--- config.mk ---
export PLATFORM = sky130hd
export DESIGN_NAME = i2c_target
export DESIGN_NICKNAME = d
export VERILOG_FILES = /design/src/rtl/i2c_target_pkg.sv /design/src/rtl/i2c_line_filter.sv /design/src/rtl/i2c_target.sv
export SDC_FILE = /design/constraint.sdc
export NUM_CORES = 1
export LEC_CHECK = 0
export CORE_UTILIZATION = 35
export DETAILED_ROUTE_END_ITERATION = 10
export HOLD_SLACK_MARGIN = 0.12
export PLACE_DENSITY = 0.63
export SLEW_MARGIN = 20
export SYNTH_ARGS = -nofsm -noshare
export SYNTH_HDL_FRONTEND = slang
export SYNTH_HIERARCHICAL = 1
export SYNTH_SLANG_ARGS = --single-unit
export TNS_END_PERCENT = 50
--- constraint.sdc ---
create_clock -name clk -period 3.05 [get_ports clk]
set_input_delay 0.61 -clock clk [delete_from_list [all_inputs] [get_ports clk]]
set_output_delay 0.61 -clock clk [all_outputs]
set_load 0.02 [all_outputs]
--- src/rtl/i2c_target_pkg.sv ---
// Shared types and constants for the I2C target.
// State encoding, R/W polarity and bit-counter width.
package i2c_target_pkg;

  typedef enum logic [2:0] {
    ST_IDLE,
    ST_ADDR,
    ST_ADDR_ACK,
    ST_PTR,
    ST_WR_BYTE,
    ST_RD_BYTE,
    ST_IGNORE
  } state_e;

  localparam logic       RW_READ      = 1'b1;
  localparam logic [6:0] GENERAL_CALL = 7'h00;
  localparam int         BIT_CNT_W    = 4;

  typedef logic [BIT_CNT_W-1:0] bit_cnt_t;

endpackage

--- src/rtl/i2c_line_filter.sv ---
// Two-flop synchronizer, stable-count glitch filter and
// one-clk rise/fall pulses for one I2C line.
module i2c_line_filter #(
  parameter int FILTER_CYCLES = 3
) (
  input  logic clk,
  input  logic nreset,
  input  logic line_in,
  output logic level,
  output logic rise,
  output logic fall
);

  localparam int CW = $clog2(FILTER_CYCLES + 1);

  logic [1:0]    sync_q;
  logic          filt_q, filt_d;
  logic          prev_q;
  logic [CW-1:0] cnt_q, cnt_d;

  // Level flips only after FILTER_CYCLES consecutive differing samples.
  always_comb begin
    filt_d = filt_q;
    cnt_d  = '0;
    if (sync_q[1] != filt_q) begin
      if (cnt_q == CW'(FILTER_CYCLES - 1)) begin
        filt_d = sync_q[1];
      end else begin
        cnt_d = cnt_q + 1'b1;
      end
    end
  end

  always_ff @(posedge clk or negedge nreset) begin
    if (!nreset) begin
      sync_q <= 2'b11;
      filt_q <= 1'b1;
      prev_q <= 1'b1;
      cnt_q  <= '0;
    end else begin
      sync_q <= {sync_q[0], line_in};
      filt_q <= filt_d;
      prev_q <= filt_q;
      cnt_q  <= cnt_d;
    end
  end

  assign level = filt_q;
  assign rise  = filt_q & ~prev_q;
  assign fall  = ~filt_q & prev_q;

endmodule

--- src/rtl/i2c_target.sv ---
// Byte-oriented I2C target exposing a pointer-addressed
// register window with auto-increment.
module i2c_target
  import i2c_target_pkg::*;
#(
  parameter logic [6:0] ADDRESS       = 7'h3C,
  parameter int         PTR_BITS      = 8,
  parameter int         FILTER_CYCLES = 3
) (
  input  logic                clk,
  input  logic                nreset,
  input  logic                scl_in,
  input  logic                sda_in,
  output logic                sda_out,
  output logic [PTR_BITS-1:0] reg_addr,
  output logic [7:0]          reg_wdata,
  output logic                reg_wr,
  input  logic [7:0]          reg_rdata,
  output logic                reg_rd,
  output logic                busy
);

  logic scl_lvl, scl_rise, scl_fall;
  logic sda_lvl, sda_rise, sda_fall;

  i2c_line_filter #(.FILTER_CYCLES(FILTER_CYCLES)) u_scl (
    .clk(clk), .nreset(nreset), .line_in(scl_in),
    .level(scl_lvl), .rise(scl_rise), .fall(scl_fall)
  );

  i2c_line_filter #(.FILTER_CYCLES(FILTER_CYCLES)) u_sda (
    .clk(clk), .nreset(nreset), .line_in(sda_in),
    .level(sda_lvl), .rise(sda_rise), .fall(sda_fall)
  );

  state_e              state_q, state_d;
  bit_cnt_t            bit_cnt_q, bit_cnt_d;
  logic [7:0]          shift_q, shift_d;
  logic                ack_q, ack_d;
  logic                rw_q, rw_d;
  logic                sda_out_q, sda_out_d;
  logic [PTR_BITS-1:0] reg_addr_q, reg_addr_d;
  logic [7:0]          reg_wdata_q, reg_wdata_d;
  logic                reg_wr_q, reg_wr_d;
  logic                reg_rd_q, reg_rd_d;
  logic                busy_q, busy_d;

  logic       start_c, stop_c, rx_last, addr_hit;
  logic [7:0] byte_in;

  assign start_c  = sda_fall & scl_lvl;
  assign stop_c   = sda_rise & scl_lvl;
  assign byte_in  = {shift_q[6:0], sda_lvl};
  assign rx_last  = scl_rise && (bit_cnt_q == bit_cnt_t'(7));
  assign addr_hit = (byte_in[7:1] == ADDRESS) &&
                    (byte_in[7:1] != GENERAL_CALL);

  always_ff @(posedge clk or negedge nreset) begin
    if (!nreset) begin
      state_q     <= ST_IDLE;
      bit_cnt_q   <= '0;
      shift_q     <= '0;
      ack_q       <= 1'b0;
      rw_q        <= 1'b0;
      sda_out_q   <= 1'b1;
      reg_addr_q  <= '0;
      reg_wdata_q <= '0;
      reg_wr_q    <= 1'b0;
      reg_rd_q    <= 1'b0;
      busy_q      <= 1'b0;
    end else begin
      state_q     <= state_d;
      bit_cnt_q   <= bit_cnt_d;
      shift_q     <= shift_d;
      ack_q       <= ack_d;
      rw_q        <= rw_d;
      sda_out_q   <= sda_out_d;
      reg_addr_q  <= reg_addr_d;
      reg_wdata_q <= reg_wdata_d;
      reg_wr_q    <= reg_wr_d;
      reg_rd_q    <= reg_rd_d;
      busy_q      <= busy_d;
    end
  end

  always_comb begin
    state_d = state_q;
    if (start_c) begin
      state_d = ST_ADDR;
    end else if (stop_c) begin
      state_d = ST_IDLE;
    end else begin
      unique case (state_q)
        ST_ADDR:
          if (rx_last) state_d = addr_hit ? ST_ADDR_ACK : ST_IGNORE;
        ST_ADDR_ACK:
          if (scl_fall && ack_q)
            state_d = (rw_q == RW_READ) ? ST_RD_BYTE : ST_PTR;
        ST_PTR:
          if (scl_fall && ack_q) state_d = ST_WR_BYTE;
        ST_RD_BYTE:
          if (scl_rise && bit_cnt_q == bit_cnt_t'(8) && sda_lvl)
            state_d = ST_IGNORE;
        default: ;
      endcase
    end
  end

  // ack_q marks the ACK slot: set at the fall that pulls SDA low.
  always_comb begin
    bit_cnt_d   = bit_cnt_q;
    shift_d     = shift_q;
    ack_d       = ack_q;
    rw_d        = rw_q;
    sda_out_d   = sda_out_q;
    reg_addr_d  = reg_addr_q;
    reg_wdata_d = reg_wdata_q;
    reg_wr_d    = 1'b0;
    reg_rd_d    = 1'b0;
    busy_d      = busy_q;
    if (start_c || stop_c) begin
      bit_cnt_d = '0;
      ack_d     = 1'b0;
      sda_out_d = 1'b1;
      if (stop_c) busy_d = 1'b0;
    end else begin
      unique case (state_q)
        ST_ADDR: if (scl_rise) begin
          shift_d   = byte_in;
          bit_cnt_d = bit_cnt_q + 1'b1;
          if (rx_last) begin
            bit_cnt_d = '0;
            rw_d      = sda_lvl;
            busy_d    = addr_hit;
          end
        end
        ST_ADDR_ACK: if (scl_fall) begin
          if (!ack_q) begin
            ack_d     = 1'b1;
            sda_out_d = 1'b0;
          end else begin
            ack_d     = 1'b0;
            bit_cnt_d = '0;
            sda_out_d = 1'b1;
            if (rw_q == RW_READ) begin
              shift_d   = reg_rdata;
              reg_rd_d  = 1'b1;
              sda_out_d = reg_rdata[7];
            end
          end
        end
        ST_PTR, ST_WR_BYTE: begin
          if (scl_rise && bit_cnt_q < bit_cnt_t'(8)) begin
            shift_d   = byte_in;
            bit_cnt_d = bit_cnt_q + 1'b1;
            if (rx_last) begin
              if (state_q == ST_PTR) begin
                reg_addr_d = PTR_BITS'(byte_in);
              end else begin
                reg_wdata_d = byte_in;
                reg_wr_d    = 1'b1;
              end
            end
          end
          if (scl_fall && bit_cnt_q == bit_cnt_t'(8)) begin
            if (!ack_q) begin
              ack_d     = 1'b1;
              sda_out_d = 1'b0;
            end else begin
              ack_d     = 1'b0;
              sda_out_d = 1'b1;
              bit_cnt_d = '0;
              if (state_q == ST_WR_BYTE) reg_addr_d = reg_addr_q + 1'b1;
            end
          end
        end
        // bit_cnt 8 = master ACK slot, 9 = reload on next fall.
        ST_RD_BYTE: begin
          if (scl_rise) begin
            if (bit_cnt_q < bit_cnt_t'(8)) begin
              bit_cnt_d = bit_cnt_q + 1'b1;
            end else if (bit_cnt_q == bit_cnt_t'(8)) begin
              if (!sda_lvl) begin
                reg_addr_d = reg_addr_q + 1'b1;
                bit_cnt_d  = bit_cnt_t'(9);
              end else begin
                busy_d = 1'b0;
              end
            end
          end
          if (scl_fall) begin
            if (bit_cnt_q == bit_cnt_t'(9)) begin
              shift_d   = reg_rdata;
              reg_rd_d  = 1'b1;
              sda_out_d = reg_rdata[7];
              bit_cnt_d = '0;
            end else if (bit_cnt_q == bit_cnt_t'(8)) begin
              sda_out_d = 1'b1;
            end else if (bit_cnt_q != '0) begin
              sda_out_d = shift_q[6];
              shift_d   = {shift_q[6:0], 1'b0};
            end
          end
        end
        default: sda_out_d = 1'b1;
      endcase
    end
  end

  assign sda_out   = sda_out_q;
  assign reg_addr  = reg_addr_q;
  assign reg_wdata = reg_wdata_q;
  assign reg_wr    = reg_wr_q;
  assign reg_rd    = reg_rd_q;
  assign busy      = busy_q;

endmodule
# Word-level counts from Yosys, hierarchy flattened
# Index checks and enable logic that the tools add are counted.
# totals
regBits	48
inputBits	12
out_inout_bits	20
word_cells	192
# op_classes
add_sub_neg	4
n_lt_le_gt_ge	1
n_eq_ne	42
n_mux	86
bitwise	12
n_reduce_logical	28
# op_table
op	n
8-bit 2-to-1 mux	10
7-bit 2-to-1 mux	9
4-bit 2-to-1 mux	14
1-bit 2-to-1 mux	33
3-bit inequality test (second input constant)	11
7-bit one-hot mux with 4 select lines	1
3-bit 2-to-1 mux	8
2-bit inequality test (second input constant)	12
4-bit inequality test (second input constant)	4
4-bit one-hot mux with 4 select lines	1
8-bit one-hot mux with 2 select lines	1
5-bit AND reduction	3
3-bit one-hot mux with 4 select lines	1
10-bit AND reduction	1
8-bit by 1-bit adder with 8-bit output (second input constant)	1
4-bit == test (second input constant)	2
2-bit 2-to-1 mux	4
4-bit AND reduction	2
8-bit AND reduction	1
4-bit nonzero test	2
7-bit by 6-bit == test with 1-bit output (second input constant)	1
1-bit logical AND	7
7-bit nonzero test	1
1-bit AND	6
23 further kinds	37

# Longest topological paths before layout
# logic_depth
ltp_word	9
ltp_mapped	8
ltp_nobuf	7

# Cells and area by module
# Netlist, hierarchy kept.
# by_module_without_submodules
mod	instances	cells_per_inst	area_each_um2	seq_area_each_um2
i2c_target	1	278	2394.8	902.1
i2c_line_filter	2	13	224.0	155.1

# Worst setup path before layout
# No wires, ideal clock.
# synth_timing
path_kind	register to register
start	register bit_cnt_q[0]
end	register reg_addr_q[6] (netlist: reg_addr[6])
setup_ns	0.121
arrival_ns	1.881
required_ns	2.929
path_slack_ns	1.048
stages_incl_launch_ff	8
n_path_buf	0
period_less_slack_ns	2.002
path_cell_list	dfrtp_1 inv_1 ha_1 and3b_4 a31oi_4 or4_4 o22a_1 o22a_1
# synth_via
elab_chain_len	8
word_cells_on_any_way	15
cone_classes	1 x order compare; 4 x eq/ne; 6 x mux; 4 x reduce/logical
# synth_lines
element	line_no	source
start: declaration	i2c_target.sv:37	bit_cnt_t bit_cnt_q, bit_cnt_d;
start signal: assignment	i2c_target.sv:73	bit_cnt_q <= bit_cnt_d;
parallel branches: the longest is 8 deep, another holds 4-bit < comparator	n/a	
end signal: assignment	i2c_target.sv:78	reg_addr_q <= reg_addr_d;
end: declaration	i2c_target.sv:42	logic [PTR_BITS-1:0] reg_addr_q, reg_addr_d;
# Several ways; the timed one is not identified.
# A chain may end at the register's enable or synchronous reset.

# Worst setup path in the final report
# layout_timing
start	register u_scl.filt_q (netlist: u_scl/level)
end	register shift_q[6]
# layout_via
elab_chain_len	4
word_cells_on_any_way	13
cone_classes	4 x eq/ne; 6 x bitwise; 3 x reduce/logical
# layout_lines
element	line_no	source
start: declaration	i2c_line_filter.sv:17	logic filt_q, filt_d;
start signal: assignment	i2c_line_filter.sv:42	filt_q <= filt_d;
1-bit AND *	i2c_line_filter.sv:49	assign rise = filt_q & ~prev_q;
named net scl_rise	i2c_target.sv:23	logic scl_lvl, scl_rise, scl_fall;
1-bit logical AND	i2c_target.sv:153	if (scl_rise && bit_cnt_q < bit_cnt_t'(8)) begin
2-bit inequality test (no line)	n/a	
10-bit AND reduction (no line) *	n/a	
end signal: assignment	i2c_target.sv:74	shift_q <= shift_d;
end: declaration	i2c_target.sv:38	logic [7:0] shift_q, shift_d;
# Mark *: on every way through the listed nets, which the timed path passes. The rest lies on a longest branch.

==> summary.md <==
| Metric | Value |
|---|---|
| Area share of the largest cell type after synthesis | 34.3% |
| CP Max Fanout | 9 |
| Count of final hold-check violations | 0 |
| Min Hold Slack | 284 ps |
| Initial antenna violation count | 0 |
| Seq/Total Area, Yosys | 42.6% |
| Max frequency | 0.408 GHz |
| WP data required | 3250 ps |
| Vias per cell | 5.60 |
| Global-route wire length before repair | 11500 um |
| Worst-skew pair later-pin latency | 310 ps |
| Layout cells sized above 1 | 16.2% |
| Hpwl dp | 4880 um |
| Number of enable flip-flop cells after synthesis | 0 |
| Worst path slowest cell | dfstp_2 |
| CP Cell Sequence | nor2b_1, nand2b_1, a31oi_1, o221ai_1, nor2_2, mux2_2 |
| VDD IR-drop max | 0.000533 V |
| WP data arrival | 2650 ps |
| Area contributors post-synth | dfrtp_1, dfstp_2, nand2_1, mux2_2, a21oi_1 |
| I/O Buffers | 31 |
| FF+latch count, synth | 48 |
| Top Ports | 32 |
| Initial core utilization | 36.4% |
| Pre-antenna DRT Iters | 4 |
| Yosys warns | 6 |
| Antenna fix cells | 0 |
| Syn Std Cell Area | 2840 sq um |
| Clk pin slew, worst setup/hold paths | 100 ps |
| Die ar. | 8490 sq um |
| Post-CTS sizing | 0 |
| Syn avg cell area | 9.35 sq um |
| Synth area leader | dfrtp_1 |
| CTS tree | done |
| Mean routed wirelength per cell | 15.8 um |
| Max-cap violations | 0 |
| Critical path type | flop to flop |
| CTS Buf Count | 5 |
| Number of global-route vias before repair | 2353 |
| Setup ws final | 601 ps |
| Status | finished, final reports clean |
| Setup_tns | 0 ps |
| Unrepaired setup endpoints after global routing | false |
| Worst Clk Skew | 8.64 ps |
| Synthesized instance count | 304 |
| Gr ovfl total | 0 |
| Die W | 92.1 um |
| DRC | 0 |
| Row count | 32 |
| Global Route Usage Sum | 16.8% |
| WL final | 6880 um |
| Dpl ws | 613 ps |
| Top FF cell, synth | dfrtp_1 |
| Worst Tran Pin Value | 586 ps |
| Post-layout total power | 2.46 mW |
| Largest net degree at the start of global routing | 47 |
| Core area | 7810 sq um |
| Setup violators final | 0 |
| Max-slew headroom | 60.9% |
| Crit path time final | 2450 ps |
| Layout Area Growth over Synthesis | 18.1% |
| Startpoint types | flop |
| CTS max path bufs | 2 |
| Leak pwr | 1.35 nW |
| Root Buffer | clkbuf_8 |
| Starting DRT DRC Count | 294 |
| Pwr dens | 734 nW/um^2 |
| Worst Hold Class | input port to asynchronous set/reset pin |
| Syn_nets | 320 |
| Routability cong. | 0.936 |
| H-tree depth | 2 |
| Crit share post-route | 80.3% |
| Post-DRT Antenna Nets | 0 |
| Synth unique cells | 70 |
| Hold buffer count at cts | 0 |
| # clock sinks | 48 |
| Via count | 2436 |
| Post-CTS setup buffers | 0 |
| Nets@finish | 348 |
| CP top delay family | simple AND/OR/NAND/NOR gates |
| Async set-or-reset flop fraction in the synthesized netlist | 100% |
| Slowest stage delay, CP | 620 ps |
| DIE HEIGHT | 92.1 um |
| Buffers and inverters on the worst path | 0 |
| Max-slew violation count | 0 |
| Critical path capture point type | flop |
worst reg2reg max path: stages, from the launching register on:
cell	delay (ps)
dfstp_2	620
nor2b_1	500
nand2b_1	170
a31oi_1	200
o221ai_1	140
nor2_2	330
mux2_2	380
layout make-up:
class / instances / area [sq um]
clock buffers: 5 / 68.8
clock inverters: 3 / 50.0
fillers: 778 / 4450
inverters: 10 / 38.8
multi-input cells: 231 / 1520
flip-flops and latches: 48 / 1210
well taps: 102 / 128
repair buffers: 36 / 345
power by group:
group	switching (mW)	internal [mW]
Clock	0.243	0.253
Combinational	0.515	0.435
Sequential	0.221	0.797
cells in the final DEF (no fill, tap or decap), types with 4 or more instances in the layout:
cell,instances
a21oi_1,15
o21ai_1,4
clkdlybuf4s50_1,30
mux2_2,14
nor2b_1,8
clkbuf_8,5
inv_1,9
dfrtp_1,39
dfstp_2,9
ha_1,4
nand3_1,11
nor3_1,9
nor2_1,17
o21ai_0,11
buf_4,6
nand2b_1,8
nand2_1,49
cells by family (layout without fill, tap and decap cells):
family / Yosys count / count (layout) / synth area share, %
simple gates: 133 / 133 / 25.1
compound gates: 74 / 74 / 18.5
flops: 48 / 48 / 42.6
buf+inv: 25 / 54 / 4.05
mux: 18 / 18 / 7.35
fa+ha+maj: 4 / 4 / 1.76
xor+xnor: 2 / 2 / 0.616
worst paths after layout:
path,from,end,slack [ps],cells past startpoint
worst max register to register,u_scl/level$_DFFE_PN1P_,shift_q[6]$_DFFE_PN0P_,600,6
max in group asynchronous,nreset,u_scl/sync_q[0]$_DFF_PN1_,2180,2
worst min-delay path,nreset,reg_wdata[3]$_DFFE_PN0P_,280,1
worst max-delay path,u_scl/level$_DFFE_PN1P_,shift_q[6]$_DFFE_PN0P_,600,6
worst min register to register,u_scl/sync_q[0]$_DFF_PN1_,u_scl/sync_q[1]$_DFF_PN1_,360,0
min in group clk,u_scl/sync_q[0]$_DFF_PN1_,u_scl/sync_q[1]$_DFF_PN1_,360,0
per-stage QoR:
step                util, %  instances  area [sq um]
floorplan                 -        304          2840
detailed placement     41.5        427          3240
CTS                    43.0        435          3360
global placement       41.5        427          3240
finish                 43.0        435          3360
global route           43.0        435          3360
routing by layer:
metal | GRT usage, % | up-vias | part of all wire [%]
li1 | - | 1163 | -
met2 | 25.4 | 95 | 45
met3 | 2.24 | 8 | 6.5
met4 | 4.95 | 0 | 0.99
met5 | 0 | - | 0
met1 | 24.9 | 1170 | 47
synthesized netlist by cell type (4+ instances only):
| master | count |
|---|---|
| buf_2 | 10 |
| mux2_2 | 14 |
| ha_1 | 4 |
| a21oi_1 | 15 |
| nor3_1 | 9 |
| dfrtp_1 | 39 |
| o21ai_1 | 4 |
| nand2b_1 | 8 |
| nor2b_1 | 8 |
| dfstp_2 | 9 |
| o21ai_0 | 11 |
| nor2_1 | 17 |
| inv_1 | 9 |
| nand3_1 | 11 |
| nand2_1 | 49 |
flip-flops by register name, summed over array words and instances (netlist names), 2 cells and up:
signal        flops
state_q           3
bit_cnt_q         4
u_sda/cnt_q       2
u_sda/sync_q      2
u_scl/sync_q      2
reg_addr          8
reg_wdata         8
shift_q           7
u_scl/cnt_q       2
(Power assumes the default switching activity.)
